### config.mk
export PLATFORM = sky130hd
export DESIGN_NAME = mdr_unit
export DESIGN_NICKNAME = d
export VERILOG_FILES = /design/src/rtl/mdr_unit.sv
export SDC_FILE = /design/constraint.sdc
export NUM_CORES = 1
export LEC_CHECK = 0
export ABC_AREA = 1
export CORE_MARGIN = 2
export CORE_UTILIZATION = 48
export DETAILED_ROUTE_END_ITERATION = 6
export HOLD_SLACK_MARGIN = 0.02
export PLACE_DENSITY = 0.81
export SYNTH_ARGS = -nofsm -noshare
export SYNTH_HDL_FRONTEND = slang
export SYNTH_SLANG_ARGS = --single-unit
export TNS_END_PERCENT = 30
### constraint.sdc
create_clock -name Clock -period 3.1 [get_ports Clock]
set_input_delay 0.465 -clock Clock [delete_from_list [all_inputs] [get_ports Clock]]
set_output_delay 0.465 -clock Clock [all_outputs]
set_load 0.005 [all_outputs]
### src/rtl/mdr_unit.sv
// Memory data register with a small read/write handshake engine.
// Holds one data word, loads it from the internal bus or from memory
// (with half/byte lane extraction and sign/zero extension), and presents
// replicated write data plus byte enables while a write is outstanding.
// A wait counter aborts a transaction that never sees mem_ready.
module mdr_unit #(
    parameter int DATA_W  = 32,
    parameter int TIMEOUT = 15
) (
    input  logic                Clock,
    input  logic                Clear,
    input  logic [DATA_W-1:0]   BusMuxOut,
    input  logic                MDRin,
    input  logic                Read,
    input  logic                Write,
    input  logic [1:0]          Size,
    input  logic                Signed,
    input  logic [1:0]          AddrLo,
    input  logic [DATA_W-1:0]   Mdatain,
    input  logic                mem_ready,
    output logic [DATA_W-1:0]   BusMuxInMDR,
    output logic [DATA_W-1:0]   Mdataout,
    output logic [DATA_W/8-1:0] ByteEn,
    output logic                mem_rd,
    output logic                mem_wr,
    output logic                busy,
    output logic                done,
    output logic                err
);

    localparam int NB    = DATA_W / 8;
    localparam int CNT_W = (TIMEOUT > 1) ? $clog2(TIMEOUT) : 1;
    // Counter value at which the current waiting cycle is the last one allowed.
    localparam logic [CNT_W-1:0] CNT_LAST = CNT_W'(TIMEOUT - 1);
    localparam logic [CNT_W-1:0] CNT_ONE  = CNT_W'(1);

    typedef enum logic [1:0] {
        IDLE    = 2'd0,
        RD_WAIT = 2'd1,
        WR_WAIT = 2'd2
    } state_t;

    state_t              state_r, state_nx_s;
    logic [DATA_W-1:0]   mdr_r, mdr_nx_s;
    logic [1:0]          size_r, size_nx_s;
    logic                sgn_r, sgn_nx_s;
    logic [1:0]          addr_r, addr_nx_s;
    logic [CNT_W-1:0]    cnt_r, cnt_nx_s;
    logic                done_r, done_nx_s;
    logic                err_r, err_nx_s;
    logic                mem_rd_r, mem_wr_r, busy_r;
    logic                mem_rd_nx_s, mem_wr_nx_s, busy_nx_s;
    logic [NB-1:0]       byte_en_r, byte_en_nx_s;
    logic [DATA_W-1:0]   wdata_r, wdata_nx_s;

    // Pick the addressed half/byte out of a memory word and extend it to full width.
    function automatic logic [DATA_W-1:0] load_extract(input logic [DATA_W-1:0] d,
                                                       input logic [1:0]        sz,
                                                       input logic              sg,
                                                       input logic [1:0]        addr);
        logic [DATA_W-1:0] sh;
        logic [DATA_W-1:0] r;
        sh = d;
        r  = d;
        case (sz)
            2'b01: begin
                sh = d >> {addr[1], 4'b0000};
                r  = {{(DATA_W-16){sg & sh[15]}}, sh[15:0]};
            end
            2'b10: begin
                sh = d >> {addr, 3'b000};
                r  = {{(DATA_W-8){sg & sh[7]}}, sh[7:0]};
            end
            default: begin
                sh = d;
                r  = d;
            end
        endcase
        return r;
    endfunction

    // Copy the low half/byte of the MDR into every lane so any lane can be written.
    function automatic logic [DATA_W-1:0] store_lanes(input logic [DATA_W-1:0] m,
                                                      input logic [1:0]        sz);
        logic [DATA_W-1:0] r;
        case (sz)
            2'b01:   r = {(DATA_W/16){m[15:0]}};
            2'b10:   r = {(DATA_W/8){m[7:0]}};
            default: r = m;
        endcase
        return r;
    endfunction

    // Byte-lane enables for the addressed half/byte; a word touches every lane.
    function automatic logic [NB-1:0] store_enables(input logic [1:0] sz,
                                                    input logic [1:0] addr);
        logic [NB-1:0] r;
        case (sz)
            2'b01:   r = NB'(2'b11) << {addr[1], 1'b0};
            2'b10:   r = NB'(1'b1) << addr;
            default: r = {NB{1'b1}};
        endcase
        return r;
    endfunction

    // Transaction sequencing: next state, MDR update, attribute capture, wait counting.
    always_comb begin
        state_nx_s = state_r;
        mdr_nx_s   = mdr_r;
        size_nx_s  = size_r;
        sgn_nx_s   = sgn_r;
        addr_nx_s  = addr_r;
        cnt_nx_s   = cnt_r;
        done_nx_s  = 1'b0;
        err_nx_s   = err_r;
        case (state_r)
            IDLE: begin
                if (Read || Write) begin
                    // Read has priority; attributes are frozen for the whole transaction.
                    state_nx_s = Read ? RD_WAIT : WR_WAIT;
                    size_nx_s  = Size;
                    sgn_nx_s   = Signed;
                    addr_nx_s  = AddrLo;
                    cnt_nx_s   = {CNT_W{1'b0}};
                    err_nx_s   = 1'b0;
                end else if (MDRin) begin
                    mdr_nx_s = BusMuxOut;
                end else begin
                    state_nx_s = IDLE;
                end
            end
            RD_WAIT: begin
                // A completion on the final waiting cycle still wins over the timeout.
                if (mem_ready) begin
                    mdr_nx_s   = load_extract(Mdatain, size_r, sgn_r, addr_r);
                    state_nx_s = IDLE;
                    done_nx_s  = 1'b1;
                end else if (cnt_r == CNT_LAST) begin
                    state_nx_s = IDLE;
                    err_nx_s   = 1'b1;
                end else begin
                    cnt_nx_s = cnt_r + CNT_ONE;
                end
            end
            WR_WAIT: begin
                if (mem_ready) begin
                    state_nx_s = IDLE;
                    done_nx_s  = 1'b1;
                end else if (cnt_r == CNT_LAST) begin
                    state_nx_s = IDLE;
                    err_nx_s   = 1'b1;
                end else begin
                    cnt_nx_s = cnt_r + CNT_ONE;
                end
            end
            default: begin
                state_nx_s = IDLE;
            end
        endcase
    end

    // Output values for the coming cycle, decoded from the next state so they can be registered.
    always_comb begin
        mem_rd_nx_s  = 1'b0;
        mem_wr_nx_s  = 1'b0;
        busy_nx_s    = 1'b0;
        byte_en_nx_s = {NB{1'b0}};
        wdata_nx_s   = {DATA_W{1'b0}};
        if (state_nx_s == WR_WAIT) begin
            mem_wr_nx_s  = 1'b1;
            busy_nx_s    = 1'b1;
            byte_en_nx_s = store_enables(size_nx_s, addr_nx_s);
            wdata_nx_s   = store_lanes(mdr_nx_s, size_nx_s);
        end else if (state_nx_s == RD_WAIT) begin
            mem_rd_nx_s = 1'b1;
            busy_nx_s   = 1'b1;
        end else begin
            busy_nx_s = 1'b0;
        end
    end

    // State and output registers; Clear forces everything to its idle value at once.
    always_ff @(posedge Clock or negedge Clear) begin
        if (!Clear) begin
            state_r   <= IDLE;
            mdr_r     <= {DATA_W{1'b0}};
            size_r    <= 2'b00;
            sgn_r     <= 1'b0;
            addr_r    <= 2'b00;
            cnt_r     <= {CNT_W{1'b0}};
            done_r    <= 1'b0;
            err_r     <= 1'b0;
            mem_rd_r  <= 1'b0;
            mem_wr_r  <= 1'b0;
            busy_r    <= 1'b0;
            byte_en_r <= {NB{1'b0}};
            wdata_r   <= {DATA_W{1'b0}};
        end else begin
            state_r   <= state_nx_s;
            mdr_r     <= mdr_nx_s;
            size_r    <= size_nx_s;
            sgn_r     <= sgn_nx_s;
            addr_r    <= addr_nx_s;
            cnt_r     <= cnt_nx_s;
            done_r    <= done_nx_s;
            err_r     <= err_nx_s;
            mem_rd_r  <= mem_rd_nx_s;
            mem_wr_r  <= mem_wr_nx_s;
            busy_r    <= busy_nx_s;
            byte_en_r <= byte_en_nx_s;
            wdata_r   <= wdata_nx_s;
        end
    end

    assign BusMuxInMDR = mdr_r;
    assign Mdataout    = wdata_r;
    assign ByteEn      = byte_en_r;
    assign mem_rd      = mem_rd_r;
    assign mem_wr      = mem_wr_r;
    assign busy        = busy_r;
    assign done        = done_r;
    assign err         = err_r;

endmodule

-- Yosys cells after proc, flatten, opt, wreduce, memory -nomap -nowiden
Index checks and enable logic that the tools add are counted.
- bits in latches: 0
- register bits: 84
- bits in read-only memories: 0
- memories: 0
- memory bits (writable): 0
- output and inout bits: 73
- reduce and logical (&&, ||, !) cells: 7
- equality and inequality tests: 13
- divide/modulo/power cells: 0
- shift operators: 4
- bitwise operators: 2
- multiply operators: 0
- muxes and demuxes: 33
- $lt $le $gt $ge: 0
- add/subtract/negate cells: 1
- operator list (operator ; number):
    $pmux W32 S2 ; 3
    $mux W32 ; 4
    $shr A32 B5 Y16 ; 1
    $shr A32 B5 Y8 ; 1
    $mux W2 ; 9
    $mux W4 ; 4
    $pmux W4 S2 ; 2
    $mux W1 ; 9
    $eq A2 B1 Y1 const B ; 4
    $eq A2 B2 Y1 const B ; 4
    $reduce_and A4 Y1 ; 2
    $ne A2 B2 Y1 const B ; 3
    $add A4 B1 Y4 const B ; 1
    $eq A4 B4 Y1 const B ; 1
    $pmux W2 S2 ; 1
    $shl A1 B2 Y4 const A ; 1
    $shl A2 B2 Y4 const A ; 1
    $and A1 B1 Y1 ; 2
    $logic_not A2 Y1 ; 1
    $ne A2 B1 Y1 const B ; 1
    $pmux W1 S2 ; 1
    $reduce_and A2 Y1 ; 1
    $reduce_bool A2 Y1 ; 1
    $reduce_or A2 Y1 ; 1
    $logic_or A1 B1 Y1 ; 1

-- Logic depth before layout (Yosys ltp)
Gate-level depths: netlist of the first run.
- depth in word-level cells: 7
- depth in mapped cells: 16
- mapped depth without buffers: 16

-- Worst setup path before layout of the first run
OpenSTA, ideal clock, no wires.
- path kind: register -> register
- start: reg state_r[0]
- end: reg wdata_r[13] (netlist: Mdataout[13])
- period minus slack after synthesis: 2388 ps
- stages on the path, launching flop included: 15
- setup time: 118 ps
- path slack: 712 ps
- required time: 2982 ps
- data arrival time: 2270 ps
- path through: dfrtp_1 > inv_1 > ha_1 > inv_1 > nor2_1 > nand3_1 > a21oi_1 > inv_1 > ha_1 > buf_2 > nand2_1 > inv_1 > clkbuf_1 > nand2_1 > nand2_1
- cells in the longest elaborated chain, start to end: 5
- elaborated cells on any way between the ends: 16
- those cells by class: eq/ne: 5; mux: 9; reduce/logical: 2
- ends and longest elaborated chain (element ; RTL line ; text):
    from (decl) ; 43 ; state_t state_r, state_nx_s;
    from (signal assigned) ; 199 ; state_r <= state_nx_s;
    $eq A2 B2 Y1 (tied with other cells) ; 116 ; case (state_r)
    $reduce_or A2 Y1 (no source line) (tied with other cells) ; n/a ;
    $pmux W2 S2 * ; 116 ;
    net state_nx_s[0] ; 43 ;
    $eq A2 B2 Y1 * ; 169 ; if (state_nx_s == WR_WAIT) begin
    $mux W32 * ; 169 ;
    net wdata_nx_s[13] ; 54 ; logic [DATA_W-1:0] wdata_r, wdata_nx_s;
    to (signal assigned) ; 197 ; wdata_r <= {DATA_W{1'b0}};
    to (signal assigned) ; 211 ; wdata_r <= wdata_nx_s;
    to (decl) ; 54 ;
The timed path passes the listed nets; every way through them passes the cells marked *.
A chain may end at the register's enable or synchronous reset.

-- Worst setup path after layout of the first run
- start: reg state_r[1]
- end: reg wdata_r[26] (netlist: Mdataout[26])
- cells in the longest elaborated chain, start to end: 5
- elaborated cells on any way between the ends: 16
- those cells by class: eq/ne: 5; mux: 9; reduce/logical: 2
- ends and longest elaborated chain (element ; RTL line ; text):
    $logic_not A2 Y1 * ; 116 ;
    $mux W2 * ; 116 ;
    net size_nx_s[1] ; 45 ; logic [1:0] size_r, size_nx_s;
    $eq A2 B2 Y1 or $eq A2 B1 Y1 (tied branches) ; 86 ; case (sz)
    $pmux W32 S2 * ; 86 ;
    $mux W32 * ; 169 ;
    net wdata_nx_s[26] ; 54 ;
Marked as above.

==> impl_metrics.py, run 1 <==
metrics = {
    "sta": {
        "skew_ns": 0.0101,
        "fin_hold_ws_ns": 0.264,
        "period_minus_slack_ns": 2.62,
        "setup_viol": 0,
        "setup_tns_ns": 0,
        "drv_slew": 0,
        "slew_headroom_pct": 27.4,
        "hold_viol_final": 0,
        "post-route-period-util_pct": 84.5,
        "max_freq_mhz": 382,
        "rsz0062_at_grt": "no",
        "worst_pin_slew_ns": 1.09,
    },
    "finish": {
        "final_area_sq_um": 6810,
        "finalNonFillerCells": 1010,
        "final_util_pct": 66.8,
        "syn_to_final_growth_pct": 36.9,
        "fill_cells": 883,
        "antenna_cells": 0,
        "finalNetCount": 955,
        "drive_gt1_share_pct": 6.06,
    },
    "global_route": {
        "antenna_found_initial": 0,
        "grt_pass1_wl_microns": 25400,
        "grt_pass1_vias": 5083,
        "grt_usage_pct": 29.2,
        "grtUsageMet1_pct": 39.6,
        "grt-ovfl-total": 0,
        "grt.busiest_layer": "met2",
        "use_met3_pct": 5.32,
        "use_met2_pct": 46.8,
        "grt_max_degree": 85,
    },
    "floorplanning": {
        "die_w_microns": 106,
        "dieArea_sq_um": 11200,
        "die_h_microns": 106,
        "num_rows": 37,
        "io_pins": 148,
        "coreArea_sq_um": 10200,
        "initial_utilization_pct": 48.8,
    },
    "critical_path": {
        "critPathKind": "flop to flop",
        "cp_data_required_time_ns": 3.42,
        "crit_slowest_cell": "dfrtp_1",
        "path_common_cell": "nand2_1",
        "cp_max_fo": 16,
        "critPathCaptureType": "flop",
        "start_kind": "flop",
        "startpoint": "state_r[1]",
        "critical_path_arrival_ns": 2.94,
        "path_cells": "inv_1 -> ha_1 -> nand2_1 -> o21ai_0 -> inv_1 -> ha_1 -> nand2_1 -> inv_1 -> nand2_1 -> nand2_1",
        "reg2reg_from": "state_r[1]",
        "crit_path_max_incr_delay_ns": 0.42,
        "path_buf_inv": 3,
        "critical-path-top-delay-family": "adder cells",
    },
    "synth": {
        "synth_top_cell_by_area": "dfrtp_1",
        "synth_edf_count": 0,
        "synth.distinct_cells": 29,
        "ys_top_cells_by_area": "dfrtp_1 42%, nand2_1 21%, inv_1 10%, a21oi_1 5.5%, o22ai_1 4.0%",
        "ys.flop_type": "dfrtp_1",
        "synth_area_per_cell_sq_um": 6.85,
        "netlist_area_sq_um": 4970,
        "seq_area_frac_synth_pct": 42.3,
        "synth_cells": 726,
        "synth_most_common_cell": "nand2_1",
        "synth.net_count": 812,
        "ys_warn_count": 0,
        "synth_top_area_share_pct": 42.3,
        "synth_async_sr_flop_share_pct": 100,
        "ys_seq_elements": 84,
        "synth_common_cells": "281 x nand2_1, 138 x inv_1, 84 x dfrtp_1",
    },
    "clock_tree": {
        "cts-htree-levels": 3,
        "clock_path_buffers": 2,
        "cts_made_buffers": 9,
        "clkSlewWorstSetupHoldPaths_ns": 0.09,
        "cts_hold_buf": 0,
        "cts_tree": "done",
        "postCtsSetupBuffers": 0,
        "clkSinkCount": 84,
        "worstSkewPairLatency_ns": 0.38,
        "root_buffer": "clkbuf_8",
        "cts_resized": 0,
    },
    "route": {
        "drt-total-wl_microns": 15800,
        "ant_nets": 0,
        "drt-initial-drc-count": 339,
        "first_pass_iters": 5,
        "drc_errors": 0,
        "via_per_inst": 5.13,
        "vias": 5177,
        "wire_per_inst_microns": 15.6,
    },
    "job": {
        "max_cap_viol_count": 0,
    },
    "power": {
        "ir_drop_mv": 0.595,
        "power.leakage_nw": 3.72,
        "p_per_area_nw_per_um2": 1070,
    },
    "hold_path": {
        "worstHoldPathType": "input pin to async pin",
    },
    "place": {
        "globalplace.congestion": 0.889,
        "dp_hpwl_microns": 11500,
        "place_inst": 994,
        "io_buffers": 147,
        "placed_area_sq_um": 6610,
    },
    "run_status": {
        "outcome": "finished, final reports clean",
    },
}
==> cells in the final DEF, fill, tap and decap left out, types with 2 or more instances in the layout <==
cell type,instances
a21oi_1,55
buf_4,16
clkbuf_8,10
clkdlybuf4s50_1,146
clkinv_2,2
clkinvlp_4,2
dfrtp_1,84
ha_1,11
inv_1,138
nand2_1,281
nand2_2,2
nand3_1,33
nor2_1,10
o21ai_0,20
o21ai_1,4
o21ai_2,10
o22ai_1,32
or2_2,3
==> logic make-up (layout without fill, tap and decap cells) <==
logic type / after synthesis / in the layout / synth area share (%)
AO/OA/AOI/OAI: 124 / 124 / 14.2
multiplexers: 1 / 1 / 0.226
buffers and inverters: 171 / 319 / 13.4
flip-flops: 84 / 84 / 42.3
adder cells (fa/ha/maj): 11 / 11 / 2.77
XOR/XNOR: 2 / 2 / 0.352
AND/OR/NAND/NOR: 333 / 333 / 26.8
==> layout make-up <==
| cell class | instances | area, sq um | share of cell area, % |
|---|---|---|---|
| multi-input combinational | 471 | 2210 | 32.4 |
| sequential | 84 | 2100 | 30.9 |
| timing repair buffer | 163 | 1600 | 23.5 |
| inverter | 140 | 526 | 7.72 |
| tap | 136 | 170 | 2.50 |
| clock buffer | 10 | 138 | 2.02 |
| clock inverter | 6 | 63.8 | 0.937 |
==> power by group <==
| part | internal [mW] | total, mW | leakage, nW | switching (mW) |
|---|---|---|---|---|
| logic | 1.91 | 4.60 | 2.56 | 2.69 |
| clock network | 0.393 | 0.817 | 0.0983 | 0.424 |
| registers | 1.59 | 1.86 | 1.06 | 0.271 |
| total | 3.89 | 7.28 | 3.72 | 3.38 |
==> per-stage QoR <==
step	setup WS, ns	total power [mW]
detailed placement	0.255	6.41
floorplan	0.712	4.57
finish	0.481	7.28
global route	0.187	7.92
global placement	0.412	6.31
CTS	0.535	7.25
==> metal layers <==
metal  vias up  part of all wire (%)
li1       2519                     -
met1      2358                    42
met2       267                    47
met3        33                   8.7
met4         0                   2.5
met5         -                     0
==> sequential cells by signal, summed over array words and instances (netlist names), 2 cells and up <==
signal and cells:
BusMuxInMDR 32, state_r 2, ByteEn 4, Mdataout 32
size_r 2, cnt_r 4, addr_r 2
==> worst register-to-register path, cell delays in order, from the launching register on <==
cell	delay, ns
dfrtp_1	0.42
inv_1	0.09
ha_1	0.30
nand2_1	0.25
o21ai_0	0.29
inv_1	0.10
ha_1	0.37
nand2_1	0.10
inv_1	0.42
nand2_1	0.14
nand2_1	0.09
==> worst paths after layout <==
path,endpoint,depth (start not counted),slack [ns]
worst max-delay path,Mdataout[26],10,0.48
worst max register to register,Mdataout[26],10,0.48
worst min register to register,cnt_r[1],2,0.57
worst min-delay path,BusMuxInMDR[31],1,0.26
max in group asynchronous,Mdataout[11],1,2.11
min in group Clock,cnt_r[1],2,0.57
(Power assumes the default switching activity.)
==> run 2: changes to the inputs <==
--- a/config.mk
+++ b/config.mk
@@ -7,10 +7,10 @@
 export LEC_CHECK = 0
 export ABC_AREA = 1
 export CORE_MARGIN = 2
-export CORE_UTILIZATION = 48
+export CORE_UTILIZATION = 43
 export DETAILED_ROUTE_END_ITERATION = 6
 export HOLD_SLACK_MARGIN = 0.02
-export PLACE_DENSITY = 0.81
+export PLACE_DENSITY = 0.77
 export SYNTH_ARGS = -nofsm -noshare
 export SYNTH_HDL_FRONTEND = slang
 export SYNTH_SLANG_ARGS = --single-unit
==> constraint.sdc (replaced) <==
create_clock -name Clock -period 2.2 [get_ports Clock]
set_input_delay 0.33 -clock Clock [delete_from_list [all_inputs] [get_ports Clock]]
set_output_delay 0.33 -clock Clock [all_outputs]
set_load 0.005 [all_outputs]
==> run 2 against run 1 <==
Against the previous run: power up 55%; highest routed layer unchanged; largest cell class unchanged; global-route usage fell by 3.6 points; non-clock buffer count grew 23; register-to-register slack worse by 0.32 ns; via count decreased by 0.15%.
==> impl_metrics.py, run 2 (same netlist as run 1, synthesis figures left out) <==
metrics = {
    "run_status": {
        "outcome": "finished, final reports clean",
    },
    "job": {
        "max_cap_viol_count": 0,
    },
    "power": {
        "ir_drop_mv": 0.890,
        "p_per_area_nw_per_um2": 1560,
        "power_mw": 11.3,
        "power.leakage_nw": 3.92,
    },
    "global_route": {
        "grt_max_degree": 54,
        "grt_pass1_vias": 5025,
        "grt-ovfl-total": 0,
        "antenna_found_initial": 0,
        "grt_usage_pct": 25.6,
        "grt_pass1_wl_microns": 25100,
    },
    "floorplanning": {
        "io_pins": 148,
        "coreArea_sq_um": 11400,
        "num_rows": 39,
        "die_h_microns": 112,
        "initial_utilization_pct": 43.7,
        "dieArea_sq_um": 12400,
        "die_w_microns": 112,
    },
    "finish": {
        "finalNetCount": 978,
        "antenna_cells": 0,
        "final_cell_mix": "280 x nand2_1, 146 x clkdlybuf4s50_1, 137 x inv_1, 84 x dfrtp_1, 53 x a21oi_1",
        "final_area_sq_um": 7240,
        "syn_to_final_growth_pct": 45.6,
        "fill_cells": 946,
        "mostFrequentLayoutCell": "nand2_1",
        "drive_gt1_share_pct": 9.36,
    },
    "route": {
        "drt-met1-wl_microns": 6750,
        "vias": 5169,
        "wire_per_inst_microns": 15.0,
        "drt-total-wl_microns": 15600,
        "routed-wl-met2_microns": 7100,
        "drt-initial-drc-count": 328,
        "top_layer_used": "met4",
        "first_pass_iters": 5,
        "met3WireLength_microns": 1320,
        "drc_errors": 0,
        "ant_nets": 0,
        "via_per_inst": 4.97,
    },
    "place": {
        "place_worst_setup_slack_ns": -0.216,
        "placed_area_sq_um": 6840,
        "io_buffers": 147,
        "dp_hpwl_microns": 11500,
        "globalplace.congestion": 0.892,
    },
    "sta": {
        "slew_headroom_pct": 71.4,
        "worst_pin_slew_ns": 0.430,
        "setup_viol": 0,
        "hold_viol_final": 0,
        "drv_slew": 0,
        "max_freq_mhz": 491,
        "period_minus_slack_ns": 2.04,
        "rsz0062_at_grt": "no",
        "skew_ns": 0.00786,
        "setup_slack_ns": 0.161,
        "post-route-period-util_pct": 92.7,
        "setup_tns_ns": 0,
    },
    "critical_path": {
        "start_kind": "flop",
        "r2r_setup_slack_ns": 0.16,
        "critical_path_arrival_ns": 2.28,
        "cp_max_fo": 5,
        "reg2reg_from": "state_r[1]",
        "critPathCaptureType": "flop",
        "critPathKind": "flop to flop",
        "reg2reg_depth": 14,
        "cp_data_required_time_ns": 2.44,
        "crit-reg2reg-capture": "Mdataout[21]",
    },
    "clock_tree": {
        "worstSkewPairLatency_ns": 0.34,
        "cts_tree": "done",
        "clock_path_buffers": 2,
        "clkSinkCount": 84,
        "cts_made_buffers": 9,
        "root_buffer": "clkbuf_16",
        "cts-htree-levels": 3,
        "clkSlewWorstSetupHoldPaths_ns": 0.07,
    },
    "hold_path": {
        "worstHoldPathType": "input pin to async pin",
    },
}
## run 2: cell count changes in the layout (fill, tap and decap cells not counted), moves of 6 or more
cell / previous run / this run
buf_12: 1 / 7
buf_4: 16 / 32
clkbuf_16: 0 / 9
clkbuf_8: 10 / 1
## run 2: final cells by class
type	count	area, sq um	share of cell area, %
multi-input combinational	471	2250	31.1
sequential	84	2100	29.0
timing repair buffer	186	1850	25.6
inverter	140	526	7.26
clock buffer	10	239	3.30
tap	143	179	2.47
clock inverter	6	93.8	1.30
## run 2: how the worst max path moves through the flow
stage               startpoint           end  depth (start not counted)
global placement         Write  Mdataout[13]                         11
floorplan           state_r[0]  Mdataout[23]                         12
CTS                 state_r[1]  Mdataout[26]                         13
finish              state_r[1]  Mdataout[21]                         14
detailed placement       Write  Mdataout[26]                         10
global route        state_r[1]   Mdataout[8]                         14
## run 2: worst max-delay path, stage by stage, from the launching register on
cell and delay, ns:
dfrtp_1 0.34, inv_1 0.08, ha_4 0.28, inv_1 0.05, nor2_2 0.10, nand3_1 0.09
a21oi_2 0.18, inv_1 0.06, ha_2 0.19, buf_4 0.15, buf_4 0.15, nand3_1 0.08
nand2_1 0.08, nand2_1 0.07, inv_1 0.04
## run 2: stage by stage
| stage | instances | utilization (%) | hold slack, ns |
|---|---|---|---|
| finish | 1040 | 63.7 | 0.469 |
| global route | 1040 | 63.7 | 0.509 |
| CTS | 1038 | 63.2 | 0.479 |
| detailed placement | 1021 | 60.2 | 0.298 |
| global placement | 1021 | 60.2 | 0.297 |
| floorplan | 726 | - | 0.0344 |
## run 2: timing repair
| item | in CTS | in global routing |
|---|---|---|
| hold endpoints to repair | 31 | 0 |
| pin swaps | 0 | 2 |
| gates resized for setup | 1 | 7 |
| endpoints found under the setup margin | 11 | 32 |
| buffers inserted | 0 | 2 |
| hold buffers | 1 | 0 |
## run 2: per-layer routing
| metal | track usage [%] | up-vias |
|---|---|---|
| met2 | 41.6 | 224 |
| met3 | 6.26 | 32 |
| li1 | - | 2568 |
| met1 | 33.2 | 2345 |
| met5 | 0 | - |
| met4 | 9.88 | 0 |
## run 2: power by group
group	internal, mW	switching, mW
Sequential	2.24	0.355
Clock	1.04	0.669
Combinational	3.10	3.90
Total	6.38	4.93
==> run 3: changes to the inputs <==
--- a/config.mk
+++ b/config.mk
@@ -11,6 +11,7 @@
 export DETAILED_ROUTE_END_ITERATION = 6
 export HOLD_SLACK_MARGIN = 0.02
 export PLACE_DENSITY = 0.77
+export RECOVER_POWER = 100
 export SYNTH_ARGS = -nofsm -noshare
 export SYNTH_HDL_FRONTEND = slang
 export SYNTH_SLANG_ARGS = --single-unit
==> run 3 against run 2 <==
Against the previous run: register-to-register slack worse by 0.02 ns; clock power hardly changed; critical endpoint is now Mdataout[28]; die area stayed put; maximum frequency is 1.0% lower; critical path depth stayed put.
==> impl_metrics.py, run 3 (same netlist as run 1, synthesis figures left out) <==
metrics = {
    "critical_path": {
        "critPathCaptureType": "flop",
        "r2r_setup_slack_ns": 0.14,
        "crit-reg2reg-capture": "Mdataout[28]",
        "reg2reg_from": "state_r[1]",
        "reg2reg_depth": 14,
        "cp_max_fo": 16,
        "critPathKind": "flop to flop",
        "critical-path-top-delay-family": "buffers and inverters",
        "start_kind": "flop",
        "path_common_cell": "inv_1",
        "cp_data_required_time_ns": 2.43,
        "crit_slowest_cell": "dfrtp_1",
        "path_cells": "inv_1 -> ha_4 -> inv_1 -> nor2_2 -> nand3_1 -> a21oi_2 -> inv_1 -> ha_2 -> buf_4 -> nand2_4 -> inv_1 -> buf_12 -> nand2_1 -> nand2_1",
        "startpoint": "state_r[1]",
        "critical_path_arrival_ns": 2.29,
        "crit_path_max_incr_delay_ns": 0.34,
        "path_buf_inv": 6,
    },
    "finish": {
        "fill_cells": 957,
        "mostFrequentLayoutCell": "nand2_1",
        "antenna_cells": 0,
        "final_cell_mix": "280 x nand2_1, 138 x inv_1, 84 x dfrtp_1, 74 x dlygate4sd3_1, 73 x clkdlybuf4s50_1",
        "finalNonFillerCells": 1040,
        "drive_gt1_share_pct": 8.14,
        "finalNetCount": 978,
        "final_area_sq_um": 7190,
        "syn_to_final_growth_pct": 44.5,
        "final_util_pct": 63.2,
    },
    "place": {
        "place_worst_setup_slack_ns": -0.216,
        "globalplace.congestion": 0.892,
        "place_inst": 1021,
        "placed_area_sq_um": 6840,
        "dp_hpwl_microns": 11500,
        "io_buffers": 147,
    },
    "sta": {
        "setup_slack_ns": 0.140,
        "skew_ns": 0.00799,
        "setup_tns_ns": 0,
        "setup_viol": 0,
        "max_freq_mhz": 485,
        "post-route-period-util_pct": 93.6,
        "worst_pin_slew_ns": 0.791,
        "hold_viol_final": 0,
        "period_minus_slack_ns": 2.06,
        "rsz0062_at_grt": "no",
        "slew_headroom_pct": 47.3,
        "fin_hold_ws_ns": 0.548,
        "drv_slew": 0,
    },
    "job": {
        "max_cap_viol_count": 0,
    },
    "global_route": {
        "grt_pass1_vias": 5025,
        "grt_max_degree": 54,
        "grt_usage_pct": 25.6,
        "grt_pass1_wl_microns": 25100,
        "grt-ovfl-total": 0,
        "antenna_found_initial": 0,
    },
    "clock_tree": {
        "clock_path_buffers": 2,
        "cts-htree-levels": 3,
        "root_buffer": "clkbuf_16",
        "clkSlewWorstSetupHoldPaths_ns": 0.07,
        "cts_made_buffers": 9,
        "cts_tree": "done",
        "worstSkewPairLatency_ns": 0.34,
        "clkSinkCount": 84,
    },
    "route": {
        "ant_nets": 0,
        "vias": 5167,
        "drc_errors": 0,
        "drt-initial-drc-count": 373,
        "drt-total-wl_microns": 15600,
        "wire_per_inst_microns": 15.0,
        "via_per_inst": 4.97,
        "first_pass_iters": 5,
    },
    "floorplanning": {
        "dieArea_sq_um": 12400,
        "num_rows": 39,
        "io_pins": 148,
        "die_h_microns": 112,
        "die_w_microns": 112,
        "coreArea_sq_um": 11400,
        "initial_utilization_pct": 43.7,
    },
    "hold_path": {
        "min-delay-start": "err",
        "worstHoldPathType": "flop to flop",
        "whs_path_depth": 1,
        "worst_hold_path.endpoint": "err",
    },
    "power": {
        "power_mw": 10.9,
        "p_per_area_nw_per_um2": 1520,
        "ir_drop_mv": 0.834,
        "power.leakage_nw": 4.03,
    },
    "run_status": {
        "outcome": "finished, final reports clean",
    },
}
[run 3: what timing repair did]
action,4_1_cts,5_1_grt
setup buffers,0,2
hold buffers,1,0
pin swaps,0,2
resized for setup,1,7
setup endpoints to repair,11,32
endpoints found under the hold margin,31,0
[run 3: worst max path at each step]
stage	depth (start not counted)	slack (ns)	endpoint
finish	14	0.14	Mdataout[28]
global route	15	0.02	Mdataout[18]
CTS	13	0.03	Mdataout[26]
detailed placement	10	-0.22	Mdataout[26]
global placement	11	-0.18	Mdataout[13]
floorplan	12	-0.01	Mdataout[23]
[run 3: layout make-up]
cell class              instances  area, sq um  area share, %
multi-input cells             471         2220           30.9
well taps                     143          179           2.49
repair buffers                186         1820           25.4
inverters                     140          526           7.31
clock inverters                 6         93.8           1.31
flip-flops and latches         84         2100           29.3
clock buffers                  10          239           3.33
[run 3: routing by layer]
layer  wire length (microns)  track usage, %
met2                    7150            41.6
met3                    1220            6.26
met1                    6840            33.2
met5                       0               0
met4                     413            9.88
[run 3: where the power goes]
part           switching, mW  total (mW)  internal (mW)
Sequential             0.328        2.57           2.24
Combinational           3.84        6.63           2.79
Clock                  0.670        1.71           1.04
